==> src/rtl/deco_sched.sv <==
// Two-port round-robin front end that feeds one Deco turbo-decoder: one frame in flight, result returned tagged with requester id.
// Optional WAIT-state abort: define DECO_SCHED_TIMEOUT_EN to enable the TIMEOUT watchdog (rsp_err_o tied 0 otherwise).
module deco_sched #(
   parameter int BEATS   = 4,
   parameter int BEAT_W  = 21,
   parameter int OUT_W   = 5,
   parameter int TIMEOUT = 1024,
   parameter int CNT_W   = 16
) (
   input  logic                    clk_p_i,
   input  logic                    reset_p_i,
   input  logic                    req0_valid_i,
   input  logic [BEATS*BEAT_W-1:0] req0_frame_i,
   output logic                    req0_ready_o,
   input  logic                    req1_valid_i,
   input  logic [BEATS*BEAT_W-1:0] req1_frame_i,
   output logic                    req1_ready_o,
   output logic                    rsp_valid_o,
   input  logic                    rsp_ready_i,
   output logic [OUT_W-1:0]        rsp_data_o,
   output logic                    rsp_id_o,
   output logic                    rsp_err_o,
   output logic                    deco_start_o,
   output logic [BEAT_W-1:0]       deco_data_o,
   input  logic [OUT_W-1:0]        deco_data_i,
   input  logic                    deco_done_i,
   output logic                    busy_o,
   output logic [CNT_W-1:0]        frame_cnt_o
);

   localparam int FRAME_W = BEATS * BEAT_W;
   localparam int IDX_W   = (BEATS > 1) ? $clog2(BEATS) : 1;
   localparam logic [IDX_W-1:0] LAST_BEAT = IDX_W'(BEATS - 1);

   if (TIMEOUT < 1) begin : g_bad_timeout
      $error("deco_sched: TIMEOUT must be at least 1");
   end

   typedef enum logic [2:0] {IDLE, LOAD, HOLD, WAIT, RESP} state_t;

   state_t             state;
   logic               ptr;
   logic               id_q;
   logic [FRAME_W-1:0] frame_q;
   logic [IDX_W-1:0]   beat_cnt;
   logic [IDX_W-1:0]   beat_nxt;

   logic               fav_vld;
   logic               oth_vld;
   logic               grant_vld;
   logic               grant_id;
   logic [FRAME_W-1:0] grant_frame;

   function automatic logic [BEAT_W-1:0] beat_of(input logic [FRAME_W-1:0] f,
                                                 input logic [IDX_W-1:0]   k);
      return f[int'(k) * BEAT_W +: BEAT_W];
   endfunction

   // Favoured port is ptr; the other port only wins when ptr's port is idle.
   always_comb begin
      fav_vld     = ptr ? req1_valid_i : req0_valid_i;
      oth_vld     = ptr ? req0_valid_i : req1_valid_i;
      grant_vld   = fav_vld | oth_vld;
      grant_id    = fav_vld ? ptr : ~ptr;
      grant_frame = grant_id ? req1_frame_i : req0_frame_i;
      beat_nxt    = beat_cnt + IDX_W'(1);
   end

   assign req0_ready_o = (state == IDLE) && grant_vld && !grant_id;
   assign req1_ready_o = (state == IDLE) && grant_vld &&  grant_id;
   assign busy_o       = (state != IDLE);

`ifdef DECO_SCHED_TIMEOUT_EN
   localparam int TO_W = $clog2(TIMEOUT + 1);
   logic [TO_W-1:0] wait_cnt;
`else
   assign rsp_err_o = 1'b0;
`endif

   always_ff @(posedge clk_p_i) begin
      if (reset_p_i) begin
         state        <= IDLE;
         ptr          <= 1'b0;
         id_q         <= 1'b0;
         frame_q      <= '0;
         beat_cnt     <= '0;
         deco_start_o <= 1'b0;
         deco_data_o  <= '0;
         rsp_valid_o  <= 1'b0;
         rsp_data_o   <= '0;
         rsp_id_o     <= 1'b0;
         frame_cnt_o  <= '0;
`ifdef DECO_SCHED_TIMEOUT_EN
         rsp_err_o    <= 1'b0;
         wait_cnt     <= '0;
`endif
      end else begin
         case (state)
            IDLE: begin
               if (grant_vld) begin
                  frame_q      <= grant_frame;
                  id_q         <= grant_id;
                  ptr          <= ~grant_id;
                  beat_cnt     <= '0;
                  deco_start_o <= 1'b1;
                  deco_data_o  <= grant_frame[BEAT_W-1:0];
                  state        <= LOAD;
               end
            end
            LOAD: begin
               if (beat_cnt == LAST_BEAT) begin
                  deco_data_o <= '0;
                  state       <= HOLD;
               end else begin
                  beat_cnt    <= beat_nxt;
                  deco_data_o <= beat_of(frame_q, beat_nxt);
               end
            end
            HOLD: begin
               deco_start_o <= 1'b0;
               state        <= WAIT;
`ifdef DECO_SCHED_TIMEOUT_EN
               wait_cnt     <= '0;
`endif
            end
            WAIT: begin
               // A done landing on the expiry cycle still delivers a normal result.
               if (deco_done_i) begin
                  rsp_data_o  <= deco_data_i;
                  rsp_id_o    <= id_q;
                  rsp_valid_o <= 1'b1;
`ifdef DECO_SCHED_TIMEOUT_EN
                  rsp_err_o   <= 1'b0;
`endif
                  state       <= RESP;
               end
`ifdef DECO_SCHED_TIMEOUT_EN
               else if (wait_cnt == TO_W'(TIMEOUT)) begin
                  rsp_data_o  <= '0;
                  rsp_id_o    <= id_q;
                  rsp_valid_o <= 1'b1;
                  rsp_err_o   <= 1'b1;
                  state       <= RESP;
               end else begin
                  wait_cnt    <= wait_cnt + TO_W'(1);
               end
`endif
            end
            RESP: begin
               if (rsp_ready_i) begin
                  rsp_valid_o <= 1'b0;
                  frame_cnt_o <= frame_cnt_o + CNT_W'(1);
                  state       <= IDLE;
               end
            end
            default: state <= IDLE;
         endcase
      end
   end

endmodule

==> config.mk <==
export PLATFORM = sky130hd
export DESIGN_NAME = deco_sched
export DESIGN_NICKNAME = d
export VERILOG_FILES = /design/src/rtl/deco_sched.sv
export SDC_FILE = /design/constraint.sdc
export NUM_CORES = 1
export LEC_CHECK = 0
export ABC_AREA = 1
export CORE_MARGIN = 5
export CORE_UTILIZATION = 50
export CTS_CLUSTER_DIAMETER = 100
export CTS_CLUSTER_SIZE = 40
export DETAILED_ROUTE_END_ITERATION = 12
export HOLD_SLACK_MARGIN = 0.03
export PLACE_DENSITY = 0.87
export RECOVER_POWER = 100
export REMOVE_ABC_BUFFERS = 1
export SYNTH_ARGS = -nofsm -noshare
export SYNTH_HDL_FRONTEND = slang
export SYNTH_SLANG_ARGS = --single-unit
==> constraint.sdc <==
create_clock -name clk_p_i -period 4.3 [get_ports clk_p_i]
set_clock_uncertainty 0.15 [all_clocks]
set_input_delay 0.43 -clock clk_p_i [delete_from_list [all_inputs] [get_ports clk_p_i]]
set_output_delay 0.43 -clock clk_p_i [all_outputs]
set_load 0.01 [all_outputs]
# --- Word-level counts from Yosys, hierarchy flattened ---
# Index checks and enable logic that the tools add are counted.
totals:
  reg_bits: 136
  inputBits: 179
op_classes:
  reduce_logical: 17
  addsub: 2
  shifts: 1
  mux: 20
  n_mul: 1
  bitwise: 3
  n_eq_ne: 10
ops:
  columns: ["cell", "n"]
  rows:
  - ["84-bit two-way mux", 1]
  - ["84-bit by 8-bit variable part select with 21-bit output", 1]
  - ["21-bit two-way mux", 2]
  - ["21-bit case mux with 2 select lines", 1]
  - ["16-bit by 1-bit adder with 16-bit output, second input constant", 1]
  - ["3-bit case mux with 5 select lines", 1]
  - ["3-bit two-way mux", 4]
  - ["2-bit != test, second input constant", 5]
  - ["2-bit AND reduction", 5]
  - ["2-bit by 5-bit multiplier with 7-bit output, second input constant", 1]
  - ["3-bit by 2-bit equality test with 1-bit output, second input constant", 2]
  - ["1-bit two-way mux", 6]
  - ["3-bit AND reduction", 2]
  - ["2-bit nonzero test", 3]
  - ["2-bit two-way mux", 2]
  - ["1-bit case mux with 2 select lines", 2]
  - ["2-bit case mux with 2 select lines", 1]
  - ["4-bit AND reduction", 1]
  - ["3-bit by 1-bit equality test with 1-bit output, second input constant", 1]
  - ["3-bit equality test, second input constant", 1]
  - ["1-bit logical AND", 3]
  - ["3-bit logical NOT", 1]
  - ["3-bit nonzero test", 1]
  - ["2-bit by 1-bit adder with 2-bit output, second input constant", 1]
  - ["other kinds (4)", 5]

# --- Depth between registers and ports, before layout ---
logic_depth:
  ltp_word: 5
  mapped_depth: 10

# --- Least setup slack after synthesis ---
# Ideal clock, no wire load.
synth_timing:
  kind: "input to output"
  from: "input req1_valid_i"
  to: "output req0_ready_o"
  arrival_time_ps: 1075
  stages: 6
  path_slack_ps: 2645
  path_cell_list: "inv_1 nand2_1 nand2_1 inv_1 buf_2 nor2_1"
synth_via:
  elab_chain_len: 4
  elab_cells_between_ends: 7
  classes_between: "mux (3); bitwise (1); reduce/logical (3)"
synth_lines:
  columns: ["element", "line", "rtl"]
  rows:
  - ["start, declared", "15", "input logic req1_valid_i,"]
  - ["1-bit two-way mux (on tied branches)", "61, 62", null]
  - ["1-bit bitwise OR or 1-bit two-way mux (tied branches)", "63, 64", null]
  - ["1-bit logical AND or 1-bit logical NOT (tied branches)", "69", "assign req0_ready_o = (state == IDLE) && grant_vld && !grant_id;"]
  - ["1-bit logical AND (*)", "69", null]
  - ["end, declared", "14", "output logic req0_ready_o,"]
# Mark *: on every way between the ends. The rest lies on a longest branch, timed or not.

# --- Worst setup path after layout ---
layout_timing:
  from: "register beat_cnt[0]"
  to: "register deco_data_o[20]"
layout_via:
  elab_chain_len: 5
  elab_cells_between_ends: 6
  classes_between: "add/sub (1); mul (1); eq/ne (1); shift (1); mux (2)"
layout_lines:
  columns: ["element", "line", "rtl"]
  rows:
  - ["start, declared", "45", "logic [IDX_W-1:0] beat_cnt;"]
  - ["start signal, assigned", "115", "beat_cnt <= beat_nxt;"]
  - ["2-bit by 1-bit adder with 2-bit output", "66", "beat_nxt = beat_cnt + IDX_W'(1);"]
  - ["2-bit by 5-bit multiplier with 7-bit output", "56", "return f[int'(k) * BEAT_W +: BEAT_W];"]
  - ["84-bit by 8-bit variable part select with 21-bit output", "56", null]
  - ["21-bit two-way mux (*)", "111", "if (beat_cnt == LAST_BEAT) begin"]
  - ["21-bit case mux with 2 select lines (*)", "98", "case (state)"]
  - ["end signal, assigned", "106", "deco_data_o <= grant_frame[BEAT_W-1:0];"]
  - ["end signal, assigned", "116", "deco_data_o <= beat_of(frame_q, beat_nxt);"]
  - ["end, declared", "24", "output logic [BEAT_W-1:0] deco_data_o,"]
# Marked as above.
# A chain may end at the register's enable or synchronous reset.

==> impl_metrics.prom <==
# TYPE chip_impl_metric gauge
chip_impl_info{name="run_status",value="finished clean"} 1
chip_impl_metric{name="initial_utilization",unit=""} 0.506
chip_impl_info{name="setup.worst_path.class",value="register to register"} 1
chip_impl_metric{name="die_x",unit="um"} 131
chip_impl_metric{name="num_rows",unit=""} 44
chip_impl_metric{name="number_of_global_route_vias_before_repair",unit=""} 7432
chip_impl_metric{name="power_leakage",unit="nW"} 4.68
chip_impl_metric{name="route.final.wire_length",unit="um"} 21300
chip_impl_metric{name="unique_cell_type_count_in_the_yosys_netlist",unit=""} 26
chip_impl_metric{name="worst_ep_required_time",unit="ps"} 4470
chip_impl_metric{name="power_frac_clock",unit=""} 0.227
chip_impl_metric{name="core_area",unit="sq um"} 14400
chip_impl_info{name="crit_path_end_kind",value="register"} 1
chip_impl_info{name="clock-root-buffer",value="clkbuf_16"} 1
chip_impl_metric{name="ioPinCount",unit=""} 228
chip_impl_metric{name="globalRouteOverflowTotal",unit=""} 0
chip_impl_metric{name="insertion_delay",unit="ps"} 420
chip_impl_metric{name="clk_pin_slew_worst_paths",unit="ps"} 50
chip_impl_metric{name="power.density_cell_area",unit="nW/um^2"} 563
chip_impl_metric{name="hpwlAfterDp",unit="um"} 13900
chip_impl_metric{name="ctsLongestPathBuffers",unit=""} 2
chip_impl_metric{name="antenna_cells",unit=""} 0
chip_impl_metric{name="portion_of_total_power_attributed_to_sequential_cells",unit=""} 0.318
chip_impl_info{name="rsz0062_at_grt",value="false"} 1
chip_impl_metric{name="synth-seq-cells",unit=""} 136
chip_impl_metric{name="setup_violations",unit=""} 0
chip_impl_metric{name="p_comb_frac",unit=""} 0.455
chip_impl_metric{name="power.internal",unit="mW"} 3.32
chip_impl_metric{name="routedWlPerCell",unit="um"} 13.3
chip_impl_metric{name="die_height",unit="um"} 131
chip_impl_metric{name="report.final.slew_viol_count",unit=""} 0
chip_impl_metric{name="grt_use_total",unit=""} 0.245
chip_impl_metric{name="yosysTopAreaCellShare",unit=""} 0.373
chip_impl_metric{name="ctsResizeCount",unit=""} 0
chip_impl_metric{name="cts-buffers-inserted",unit=""} 17
chip_impl_metric{name="worst_ep_arrival_time",unit="ps"} 3280
chip_impl_metric{name="post_cts_hold_buffer_count",unit=""} 0
chip_impl_metric{name="postRouteAntennaNets",unit=""} 0
chip_impl_info{name="tritoncts",value="built"} 1
chip_impl_metric{name="io_buffer_count",unit=""} 226
chip_impl_metric{name="final_period_minus_worst_setup_slack",unit="ps"} 3110
chip_impl_metric{name="grt_max_degree",unit=""} 85
chip_impl_metric{name="drt-initial-drc-count",unit=""} 611
chip_impl_metric{name="grt_pass1_wl",unit="um"} 33700
chip_impl_metric{name="yosysSeqAreaShare",unit=""} 0.373
chip_impl_metric{name="dr_total_vias",unit=""} 8092
chip_impl_metric{name="post-cts-setup-buffers",unit=""} 0
chip_impl_metric{name="syn-mean-instance-area",unit="sq um"} 5.94
chip_impl_metric{name="timing.critical_path.fanout_max",unit=""} 64
chip_impl_metric{name="weighted_congestion_reported_at_the_end_of_routability_driven_placement",unit=""} 0.867
chip_impl_metric{name="ys_warn_count",unit=""} 0
chip_impl_metric{name="gr_layer_usage_met3",unit=""} 0.0593
chip_impl_metric{name="seq_area",unit="sq um"} 2720
chip_impl_metric{name="fin_crit_sh",unit=""} 0.723
chip_impl_metric{name="final-hold-violation-count",unit=""} 0
chip_impl_metric{name="die-area",unit="sq um"} 17100
chip_impl_metric{name="max_slew_margin",unit=""} 0.148
chip_impl_metric{name="area_growth_syn_to_layout",unit="%"} 36.8
chip_impl_metric{name="maxCapViolCount",unit=""} 0
chip_impl_metric{name="utilization",unit=""} 0.692
chip_impl_info{name="worstSetupStartpointType",value="register"} 1
chip_impl_metric{name="power.switching",unit="mW"} 2.29
chip_impl_info{name="synth_largest_area_cell",value="dfxtp_1"} 1
chip_impl_metric{name="fillCellCount",unit=""} 1265
chip_impl_metric{name="vdd_ir_drop_max",unit="mV"} 0.342
chip_impl_metric{name="final.setup.tns",unit="ps"} 0
chip_impl_metric{name="number_of_antenna_violations_at_the_first_check_in_global_routing",unit=""} 0
chip_impl_metric{name="final_layout_size_suffix_gt1_frac",unit=""} 0.0254
chip_impl_metric{name="detail_route.first_pass.iterations",unit=""} 5
chip_impl_metric{name="timing_worst_slew_pin_value",unit="ps"} 1280
chip_impl_metric{name="cell_area_after_technology_mapping",unit="sq um"} 7290
chip_impl_metric{name="synth_cells",unit=""} 1228
chip_impl_metric{name="timing.fmax",unit="MHz"} 322
chip_impl_info{name="busiest_layer",value="met2"} 1
chip_impl_info{name="yosys-top-cells-area",value="dfxtp_1, nand2_1, nor2_1"} 1
chip_impl_metric{name="route.detailed.vias_per_inst",unit=""} 5.06
chip_impl_metric{name="finalNetCount",unit=""} 1585
chip_impl_metric{name="cts.sink_count",unit=""} 136
chip_impl_metric{name="drc",unit=""} 0
chip_impl_metric{name="total_area_of_multi_input_combinational_cells",unit="sq um"} 3760
chip_impl_metric{name="cts.htree.levels",unit=""} 4
chip_impl_info{name="worst_hold_path_type",value="register to register"} 1
chip_impl_metric{name="gr-usage-met1",unit=""} 0.297
chip_impl_metric{name="switching_share",unit=""} 0.409
chip_impl_metric{name="grtUsageMet2",unit=""} 0.425
cells in the final DEF, fill, tap and decap left out, types with 6 or more instances in the layout:
cell type	netlist	layout
nand3_1	55	55
nand2_1	494	493
clkdlybuf4s50_1	0	177
nor3_1	7	7
inv_1	111	111
clkbuf_1	27	6
dlygate4sd3_1	0	48
clkbuf_16	0	17
a21oi_1	101	101
nor2_1	158	162
dfxtp_1	136	136
o21ai_0	67	69
power by group through the flow:
stage / sequential, mW / clock [mW] / combinational, mW
6_report: 1.78 / 1.28 / 2.55
5_1_grt: 1.82 / 1.35 / 2.92
4_1_cts: 1.79 / 1.29 / 2.61
3_5_place_dp: 1.81 / 0 / 2.59
3_3_place_gp: 1.80 / 0 / 2.54
2_1_floorplan: 1.86 / 0 / 1.56
synth_stat cells, drive strengths merged:
master    n
nand3b    2
conb      1
dfxtp   136
nand3    56
o21a      1
inv     112
a41oi     1
buf      48
xnor2     1
ha        2
nor2    162
a211oi    2
nor3      7
clkbuf   28
a21oi   101
o21ai    71
nand4     3
nand2   494
state kept, by name, indices dropped and copies added, names as in the netlist:
| name | cells |
|---|---|
| frame_q | 84 |
| deco_data_o | 21 |
| frame_cnt_o | 16 |
| rsp_data_o | 5 |
| state | 3 |
| beat_cnt | 2 |
| deco_start_o | 1 |
| id_q | 1 |
| ptr | 1 |
| rsp_id_o | 1 |
| rsp_valid_o | 1 |
metal layers:
layer	vias up	wire length [um]	share of wire
met5	-	0	0
met4	0	342	0.016
met3	30	1720	0.081
met2	283	10400	0.49
met1	3641	8780	0.41
li1	4138	-	-
cell families (layout without fill, tap and decap cells):
logic type / count (synthesis) / in the layout / share of synthesized area
and+or+nand+nor: 724 / 724 / 0.390
adders and majority gates: 2 / 2 / 0.00343
other: 1 / 1 / 0.000514
buffers and inverters: 188 / 375 / 0.109
DFF: 136 / 136 / 0.373
xor gates and xnor gates: 1 / 1 / 0.00120
AOI/OAI and AO/OA: 176 / 176 / 0.122
worst max-delay path, cell delays in order, from the launching register on:
cell	delay, ps
dfxtp_1	340
clkbuf_2	950
inv_1	840
nor2_1	280
o21ai_0	120
nand2_1	70
nand3_1	90
nand2_1	100
inv_1	40
area by class of cell:
cell class | count | area share
Clock buffer | 26 | 0.0490
Clock inverter | 4 | 0.00201
Inverter | 112 | 0.0421
Multi-Input combinational cell | 904 | 0.377
Sequential cell | 136 | 0.273
Tap cell | 184 | 0.0231
Timing Repair Buffer | 233 | 0.234
per-stage QoR:
stage	instance area [sq um]	hold WS (ps)	power, mW	worst slack (ps)	instances
floorplan	6920	286	3.42	40.9	1152
global placement	9490	298	4.33	1380	1569
detailed placement	9490	302	4.40	1320	1569
CTS	10000	310	5.69	1370	1599
global route	9980	325	6.09	943	1599
finish	9980	305	5.61	1190	1599
worst paths after layout:
kind,startpoint,end,slack [ps],depth (start not counted)
worst max-delay path,beat_cnt[0],deco_data_o[20],1190,8
worst max register to register,beat_cnt[0],deco_data_o[20],1190,8
worst min-delay path,rsp_data_o[0],rsp_data_o[0],300,2
worst min register to register,rsp_data_o[0],rsp_data_o[0],300,2
No activity file was read; power rests on OpenSTA's default activity.
